<file path="config.mk">
export PLATFORM = sky130hd
export DESIGN_NAME = decred_spi_host_bridge_flat
export DESIGN_NICKNAME = d
export VERILOG_FILES = /design/src/rtl/decred_spi_host_bridge_if.sv /design/src/rtl/decred_spi_host_bridge.sv /design/src/flat_wrapper.sv
export SDC_FILE = /design/constraint.sdc
export NUM_CORES = 1
export LEC_CHECK = 0
export BUFFER_PORTS_ARGS = -buffer_cell sky130_fd_sc_hd__buf_2
export CAP_MARGIN = 20
export CORE_MARGIN = 4
export CORE_UTILIZATION = 48
export CTS_BUF_LIST = sky130_fd_sc_hd__clkbuf_8
export DETAILED_ROUTE_END_ITERATION = 10
export PLACE_DENSITY_LB_ADDON = 0.08
export SYNTH_ARGS = -nofsm -noshare
export SYNTH_HDL_FRONTEND = slang
export SYNTH_SLANG_ARGS = --single-unit
</file>
<file path="constraint.sdc">
create_clock -name wb_clk_i -period 2.2 [get_ports wb_clk_i]
set_input_delay 0.55 -clock wb_clk_i [delete_from_list [all_inputs] [get_ports wb_clk_i]]
set_output_delay 0.55 -clock wb_clk_i [all_outputs]
set_load 0.05 [all_outputs]
</file>
<file path="src/rtl/decred_spi_host_bridge_if.sv">
// Wishbone classic slave bus bundle between the management core and the SPI host bridge.
interface decred_spi_host_bridge_if;
    logic        wbs_stb_i;
    logic        wbs_cyc_i;
    logic        wbs_we_i;
    logic [3:0]  wbs_sel_i;
    logic [31:0] wbs_adr_i;
    logic [31:0] wbs_dat_i;
    logic        wbs_ack_o;
    logic [31:0] wbs_dat_o;

    modport slave (
        input  wbs_stb_i, wbs_cyc_i, wbs_we_i, wbs_sel_i, wbs_adr_i, wbs_dat_i,
        output wbs_ack_o, wbs_dat_o
    );

    modport master (
        output wbs_stb_i, wbs_cyc_i, wbs_we_i, wbs_sel_i, wbs_adr_i, wbs_dat_i,
        input  wbs_ack_o, wbs_dat_o
    );
endinterface

</file>
<file path="src/rtl/decred_spi_host_bridge.sv">
// Wishbone-controlled, byte-wide mode-0 SPI master that drives the miner's host SPI port
// from the management core, with a programmable SCLK half-period divider.
module decred_spi_host_bridge #(
    parameter logic [31:0] BASE_ADDR = 32'h3000_0000,
    parameter logic [7:0]  DIV_RESET = 8'd3
) (
    input  logic                          wb_clk_i,
    input  logic                          wb_rst_n_i,
    decred_spi_host_bridge_if.slave       wb,
    output logic                          spi_sclk_o,
    output logic                          spi_mosi_o,
    output logic                          spi_scsn_o,
    input  logic                          spi_miso_i
);

    localparam int unsigned DIV_W = 8;
    localparam int unsigned BIT_W = 3;

    localparam logic [1:0] REG_CTRL   = 2'd0;
    localparam logic [1:0] REG_TXDATA = 2'd1;
    localparam logic [1:0] REG_RXDATA = 2'd2;
    localparam logic [1:0] REG_STATUS = 2'd3;

    typedef enum logic [1:0] {
        ST_IDLE = 2'd0,
        ST_LOW  = 2'd1,
        ST_HIGH = 2'd2
    } state_t;

    state_t             state_q, state_d;
    logic               ack_q;
    logic [31:0]        dat_q;
    logic               cs_q;
    logic [DIV_W-1:0]   clkdiv_q;
    logic [7:0]         rx_q, rx_d;
    logic               done_q;
    logic               ovr_q;
    logic [DIV_W-1:0]   div_q, div_d;
    logic [DIV_W-1:0]   cnt_q, cnt_d;
    logic [BIT_W-1:0]   bit_q, bit_d;
    logic [7:0]         shift_q, shift_d;
    logic               sclk_q, sclk_d;
    logic               mosi_q, mosi_d;
    logic               byte_done;

    logic        adr_match, req, acc, commit, wr, rd;
    logic [1:0]  reg_sel;
    logic        busy, expire, tx_start, tx_ovr;
    logic [31:0] rdata;
    logic        unused_bits;

    assign unused_bits = ^{wb.wbs_sel_i[3:2], wb.wbs_dat_i[31:16], wb.wbs_adr_i[1:0]};

    // Access is acked one cycle after the request; side effects commit on the ack cycle
    // so a TXDATA write acked in cycle N starts the engine in cycle N+1.
    assign adr_match = (wb.wbs_adr_i[31:4] == BASE_ADDR[31:4]);
    assign req       = wb.wbs_stb_i & wb.wbs_cyc_i & adr_match;
    assign acc       = req & ~ack_q;
    assign commit    = req & ack_q;
    assign wr        = commit & wb.wbs_we_i;
    assign rd        = commit & ~wb.wbs_we_i;
    assign reg_sel   = wb.wbs_adr_i[3:2];

    assign busy      = (state_q != ST_IDLE);
    assign expire    = (cnt_q == '0);
    assign tx_start  = wr & (reg_sel == REG_TXDATA) & wb.wbs_sel_i[0] & ~busy;
    assign tx_ovr    = wr & (reg_sel == REG_TXDATA) & wb.wbs_sel_i[0] & busy;

    always_comb begin
        rdata = '0;
        case (reg_sel)
            REG_CTRL:   rdata = {16'h0000, clkdiv_q, 7'h00, cs_q};
            REG_RXDATA: rdata = {24'h000000, rx_q};
            REG_STATUS: rdata = {29'h0, ovr_q, done_q, busy};
            default:    rdata = '0;
        endcase
    end

    // Bus interface and firmware-visible control/status registers.
    always_ff @(posedge wb_clk_i or negedge wb_rst_n_i) begin
        if (!wb_rst_n_i) begin
            ack_q    <= 1'b0;
            dat_q    <= '0;
            cs_q     <= 1'b0;
            clkdiv_q <= DIV_RESET;
            done_q   <= 1'b0;
            ovr_q    <= 1'b0;
        end else begin
            ack_q <= acc;
            dat_q <= (acc & ~wb.wbs_we_i) ? rdata : '0;
            if (wr && reg_sel == REG_CTRL) begin
                if (wb.wbs_sel_i[0]) cs_q     <= wb.wbs_dat_i[0];
                if (wb.wbs_sel_i[1]) clkdiv_q <= wb.wbs_dat_i[15:8];
            end
            if (byte_done)
                done_q <= 1'b1;
            else if (rd && reg_sel == REG_RXDATA)
                done_q <= 1'b0;
            if (tx_ovr)
                ovr_q <= 1'b1;
            else if (wr && reg_sel == REG_STATUS && wb.wbs_sel_i[0] && wb.wbs_dat_i[2])
                ovr_q <= 1'b0;
        end
    end

    // Engine state register.
    always_ff @(posedge wb_clk_i or negedge wb_rst_n_i) begin
        if (!wb_rst_n_i) state_q <= ST_IDLE;
        else             state_q <= state_d;
    end

    // Engine next-state logic.
    always_comb begin
        state_d = state_q;
        case (state_q)
            ST_IDLE: if (tx_start) state_d = ST_LOW;
            ST_LOW:  if (expire)   state_d = ST_HIGH;
            ST_HIGH: if (expire)   state_d = (bit_q == 3'd7) ? ST_IDLE : ST_LOW;
            default: state_d = ST_IDLE;
        endcase
    end

    // Engine datapath next values: half-period counter, shift register, SCLK/MOSI.
    always_comb begin
        div_d     = div_q;
        cnt_d     = cnt_q;
        bit_d     = bit_q;
        shift_d   = shift_q;
        sclk_d    = sclk_q;
        mosi_d    = mosi_q;
        rx_d      = rx_q;
        byte_done = 1'b0;
        case (state_q)
            ST_IDLE: begin
                if (tx_start) begin
                    div_d   = clkdiv_q;
                    cnt_d   = clkdiv_q;
                    shift_d = wb.wbs_dat_i[7:0];
                    mosi_d  = wb.wbs_dat_i[7];
                    sclk_d  = 1'b0;
                    bit_d   = '0;
                end
            end
            ST_LOW: begin
                if (expire) begin
                    sclk_d = 1'b1;
                    cnt_d  = div_q;
                end else begin
                    cnt_d = cnt_q - 8'd1;
                end
            end
            ST_HIGH: begin
                if (expire) begin
                    shift_d = {shift_q[6:0], spi_miso_i};
                    sclk_d  = 1'b0;
                    cnt_d   = div_q;
                    if (bit_q == 3'd7) begin
                        rx_d      = {shift_q[6:0], spi_miso_i};
                        byte_done = 1'b1;
                    end else begin
                        bit_d  = bit_q + 3'd1;
                        mosi_d = shift_q[6];
                    end
                end else begin
                    cnt_d = cnt_q - 8'd1;
                end
            end
            default: ;
        endcase
    end

    always_ff @(posedge wb_clk_i or negedge wb_rst_n_i) begin
        if (!wb_rst_n_i) begin
            div_q   <= '0;
            cnt_q   <= '0;
            bit_q   <= '0;
            shift_q <= '0;
            sclk_q  <= 1'b0;
            mosi_q  <= 1'b0;
            rx_q    <= '0;
        end else begin
            div_q   <= div_d;
            cnt_q   <= cnt_d;
            bit_q   <= bit_d;
            shift_q <= shift_d;
            sclk_q  <= sclk_d;
            mosi_q  <= mosi_d;
            rx_q    <= rx_d;
        end
    end

    assign wb.wbs_ack_o = ack_q;
    assign wb.wbs_dat_o = dat_q;
    assign spi_sclk_o   = sclk_q;
    assign spi_mosi_o   = mosi_q;
    assign spi_scsn_o   = ~cs_q;

endmodule

</file>
<file path="src/flat_wrapper.sv">
// flat-port wrapper written by rule: the top's interface ports become plain ports
module decred_spi_host_bridge_flat 
#(
    parameter logic [31:0] BASE_ADDR = 32'h3000_0000,
    parameter logic [7:0]  DIV_RESET = 8'd3
)
  (wb_clk_i, wb_rst_n_i, spi_sclk_o, spi_mosi_o, spi_scsn_o, spi_miso_i, wb_wbs_stb_i, wb_wbs_cyc_i, wb_wbs_we_i, wb_wbs_sel_i, wb_wbs_adr_i, wb_wbs_dat_i, wb_wbs_ack_o, wb_wbs_dat_o);
  decred_spi_host_bridge_if wb_i ();
  input  logic wb_clk_i;
  input  logic wb_rst_n_i;
  output logic spi_sclk_o;
  output logic spi_mosi_o;
  output logic spi_scsn_o;
  input  logic spi_miso_i;
  input wire logic [$bits(wb_i.wbs_stb_i)-1:0] wb_wbs_stb_i;
  input wire logic [$bits(wb_i.wbs_cyc_i)-1:0] wb_wbs_cyc_i;
  input wire logic [$bits(wb_i.wbs_we_i)-1:0] wb_wbs_we_i;
  input wire logic [$bits(wb_i.wbs_sel_i)-1:0] wb_wbs_sel_i;
  input wire logic [$bits(wb_i.wbs_adr_i)-1:0] wb_wbs_adr_i;
  input wire logic [$bits(wb_i.wbs_dat_i)-1:0] wb_wbs_dat_i;
  output wire logic [$bits(wb_i.wbs_ack_o)-1:0] wb_wbs_ack_o;
  output wire logic [$bits(wb_i.wbs_dat_o)-1:0] wb_wbs_dat_o;
  assign wb_i.wbs_stb_i = wb_wbs_stb_i;
  assign wb_i.wbs_cyc_i = wb_wbs_cyc_i;
  assign wb_i.wbs_we_i = wb_wbs_we_i;
  assign wb_i.wbs_sel_i = wb_wbs_sel_i;
  assign wb_i.wbs_adr_i = wb_wbs_adr_i;
  assign wb_i.wbs_dat_i = wb_wbs_dat_i;
  assign wb_wbs_ack_o = wb_i.wbs_ack_o;
  assign wb_wbs_dat_o = wb_i.wbs_dat_o;
  decred_spi_host_bridge #(.BASE_ADDR(BASE_ADDR), .DIV_RESET(DIV_RESET)) u_core (.wb_clk_i(wb_clk_i), .wb_rst_n_i(wb_rst_n_i), .wb(wb_i), .spi_sclk_o(spi_sclk_o), .spi_mosi_o(spi_mosi_o), .spi_scsn_o(spi_scsn_o), .spi_miso_i(spi_miso_i));
endmodule
</file>
==> results by group <==
Yosys
  • Largest family of logic cells by synthesized area: multiplexers
  • FFs w/ async S/R, synth: 100%
  • Yosys warning total: 0
  • Avg Cell Area, Syn: about 12 µm²
  • Synth Area in Compound Gates: between 8 and 9%
  • Synth Cell Area: 3390 µm²
  • FF+latch count, synth: 66
  • Synth Area in Adders: between 2 and 3%
  • Simple-gate share of the synthesized area: 14.1%
  • EDFF count, synth: 0
  • Mux contribution to synthesized area: a little under a fifth
  • Top FF cell, synth: dfrtp_1
  • Mapped Cells: 284
  • Area share of xor/xnor cells in the synthesized design: less than 1%
  • Distinct cells, synth: between 50 and 60
  • Sequential-to-total area share from yosys stat: around half

Outcome
  • Status: completed

Drt
  • Drt first pass iters: 5
  • Via count: 2461
  • Post-route DRC: 0
  • WL/cell: 15.1 µm
  • Avg Vias per Cell: 5.06
  • Overall routed net length: between 7000 and 8000 µm
  • 1st-iter DRT viols: 77
  • Remaining antenna violation count: 0

Clock network
  • Worst-path clk slew: ~0.070 ns
  • CTS tree: built
  • Setup Fix Bufs, Post-CTS: 0
  • H-tree Lvls: 3
  • CTS Root Cell: clkbuf_8
  • CTS Buf Count: 9
  • Worst-Skew Late Latency: 0.35 ns
  • CTS sink cnt: 66
  • Worst-case clock buffer depth: 2

Power and ir drop
  • Pint: 0.00193 W
  • Maximum vdd drop: ~0.42 mV
  • Clock share of power: between 40% and 50%
  • Comb pwr share: between 6 and 7%
  • Flop pwr share: 47.9%
  • Sw Share: around a quarter
  • Leakage: ~2.2 nW
  • PwrDens: a little under 600 nW/µm²
  • NetSw: 0.000598 W

Finish
  • Final core utilization: between 60% and 70%
  • Area growth from synthesis to layout: 26.0%
  • # fillers: roughly 580
  • Inserted Diodes: 0
  • Share of cells above drive strength 1: roughly half
  • Final nets: 467
  • Final instance area: between 4000 and 5000 µm²

Global route
  • Total gr overflow: 0
  • Vias in the first global route: approximately 2500
  • Total track usage: between 10% and 20%
  • Pin count of the biggest net entering global routing: 67
  • First-pass GRT wire length: roughly 12000 µm
  • Initial antenna violation count: 0

Floorplanning
  • I/O pin total: 110
  • Starting density of the core: between 40% and 50%
  • Rows: 30
  • Core ar.: a little under 7000 µm²
  • Die area: 8480 µm²
  • Die Ht: a little over 90 µm
  • Die width: approximately 90 µm

STA
  • Final worst-path cycle share: between 90% and 100%
  • Clock Skew: approximately 0.0099 ns
  • Endpoints failing setup: 0
  • Slew Viols, Final: 0
  • Post-route minimum period: 2.13 ns
  • Final hold vios: 0
  • Achievable Freq: about 470 MHz

Critical path
  • Slowest Stage Delay on Critical Path: about 0.7 ns
  • Worst EP required: 2.43 ns
  • FF-to-FF Start: u_core.bit_q[0]
  • Crit path launch type: register
  • CP max FO: 4
  • Crit-path slowest cell: or4b_2
  • Worst-path cell chain: ha_1 -> ha_2 -> or4b_2 -> o21ai_2 -> o21ai_2 -> mux2_2
  • Crit end category: register
  • Reg2Reg Depth: 6
  • Start point of the critical path: u_core.bit_q[0]
  • Worst path arrival time: about 2.4 ns
  • Most used cell, CP: o21ai_2
  • WS Path Type: reg -> reg

Place
  • Routability cong.: 0.759
  • Placed Area: around 4000 µm²
  • I/O Buffers: 73
  • Detailed Place HPWL: 5360 µm

Flow run
  • Max-cap violation count: 0

Hold path
  • Hold Crit Class: in -> async
## cell type report
| type | instances | area [µm²] | share of cell area [%] |
|---|---|---|---|
| clock buffers | 10 | 138 | 3.22 |
| clock inverters | 6 | 90.1 | 2.11 |
| inverters | 12 | 45.0 | 1.05 |
| multi-input cells | 195 | 1610 | 37.7 |
| flip-flops and latches | 66 | 1660 | 38.7 |
| well taps | 96 | 120 | 2.81 |
| repair buffers | 101 | 613 | 14.3 |
## registers in the layout, summed over array words and instances (netlist names)
signal,count
u_core.bit_q,3
u_core.clkdiv_q,8
u_core.cnt_q,8
u_core.cs_q,1
u_core.div_q,8
u_core.done_q,1
u_core.ovr_q,1
u_core.rx_q,8
u_core.shift_q,7
u_core.spi_mosi_o,1
u_core.spi_sclk_o,1
u_core.state_q,2
u_core.wb.wbs_ack_o,1
u_core.wb.wbs_dat_o,16
## layout by cell type, fill, tap and decap left out, types with 2 or more instances in the layout
master,synthesis,final
and3_1,7,7
ha_1,8,7
clkbuf_8,0,10
dfrtp_1,64,63
a22o_1,2,2
conb_1,1,16
a21oi_1,7,7
o22ai_1,3,3
xor2_1,2,2
bufinv_16,0,2
nor4_2,0,3
buf_12,0,3
nor3b_1,3,3
a2bb2oi_1,2,2
o21ai_0,9,8
inv_1,12,12
mux2_2,50,50
o21ai_2,1,3
nand4_1,3,3
buf_4,18,25
clkinv_4,0,2
nor2_1,10,10
o31ai_1,3,3
mux2i_1,5,5
nor2b_1,5,5
nor4bb_1,2,2
and2_1,8,8
nor3_1,5,5
dfstp_2,2,2
nand2_1,10,10
buf_2,2,73
nor4_1,6,3
## power groups by stage
stage                     sequential, W  clock, W  combinational [W]
after floorplan                 0.00124         0           0.000102
after global placement          0.00124         0           0.000163
after detailed placement        0.00124         0           0.000165
after CTS                       0.00121   0.00118           0.000166
after global routing            0.00121   0.00123           0.000177
final                           0.00121   0.00116           0.000163
## logic make-up after synthesis
family,Yosys count
AO/OA/AOI/OAI,37
buffers and inverters,38
multiplexers,57
XOR/XNOR,3
AND/OR/NAND/NOR,74
other,1
adder cells (fa/ha/maj),8
flip-flops,66
## routing by layer
layer	GRT usage [%]	share of wire (%)	vias to the layer above
met1	23.8	45	1162
met5	0	0	-
met4	8.17	1.7	0
met2	28.2	45	99
met3	4.76	7.8	10
li1	-	-	1190
## worst paths after layout
path / slack [ns] / endpoint
worst max register to register: 0.07 / u_core.spi_mosi_o
worst min-delay path: 0.21 / u_core.shift_q[5]
worst min register to register: 0.51 / u_core.wb.wbs_dat_o[5]
worst max-delay path: 0.07 / u_core.spi_mosi_o
min in group wb_clk_i: 0.43 / u_core.clkdiv_q[2]
max in group asynchronous: 1.67 / u_core.clkdiv_q[0]
## Yosys cell counts, types with 4 or more instances
library cell / count / share of area, %
and3_1: 7 / 1.3
ha_1: 8 / 3.0
nand2_1: 10 / 1.1
inv_1: 12 / 1.3
and2_1: 8 / 1.5
dfrtp_1: 64 / 47
mux2_2: 50 / 17
nor2b_1: 5 / 0.92
buf_4: 18 / 4.0
o21ai_0: 9 / 1.3
clkbuf_1: 4 / 0.44
nor2_1: 10 / 1.1
nor4_1: 6 / 1.1
nor3_1: 5 / 0.74
a21oi_1: 7 / 1.0
mux2i_1: 5 / 1.5
## critical path, delay by kind of cell, from the launching register on
| family | cells | cell delay [ns] |
|---|---|---|
| AOI/OAI and AO/OA | 2 | 0.26 |
| adders and majority gates | 2 | 0.41 |
| DFF | 1 | 0.38 |
| muxes | 1 | 0.28 |
| and+or+nand+nor | 1 | 0.68 |
## metrics by stage
stage | cells | hold slack [ns] | power [W] | setup slack (ns) | setup TNS (ns)
6_report | 486 | 0.206 | 0.00253 | 0.0688 | 0
5_1_grt | 486 | 0.209 | 0.00262 | -0.00121 | -0.00121
3_3_place_gp | 470 | 0.486 | 0.00140 | -0.197 | -5.72
2_1_floorplan | 299 | 0.254 | 0.00134 | 0.000395 | 0
4_1_cts | 486 | 0.210 | 0.00256 | 0.00142 | 0
3_5_place_dp | 470 | 0.493 | 0.00140 | -0.200 | -5.73
## timing repair
item                                    CTS  global route
pin swaps                                 0             0
hold buffers                              0             0
hold endpoints to repair                  0             0
gates resized for setup                   2             2
endpoints found under the setup margin    4             4
Note: power is estimated with default switching activity, not from simulation.
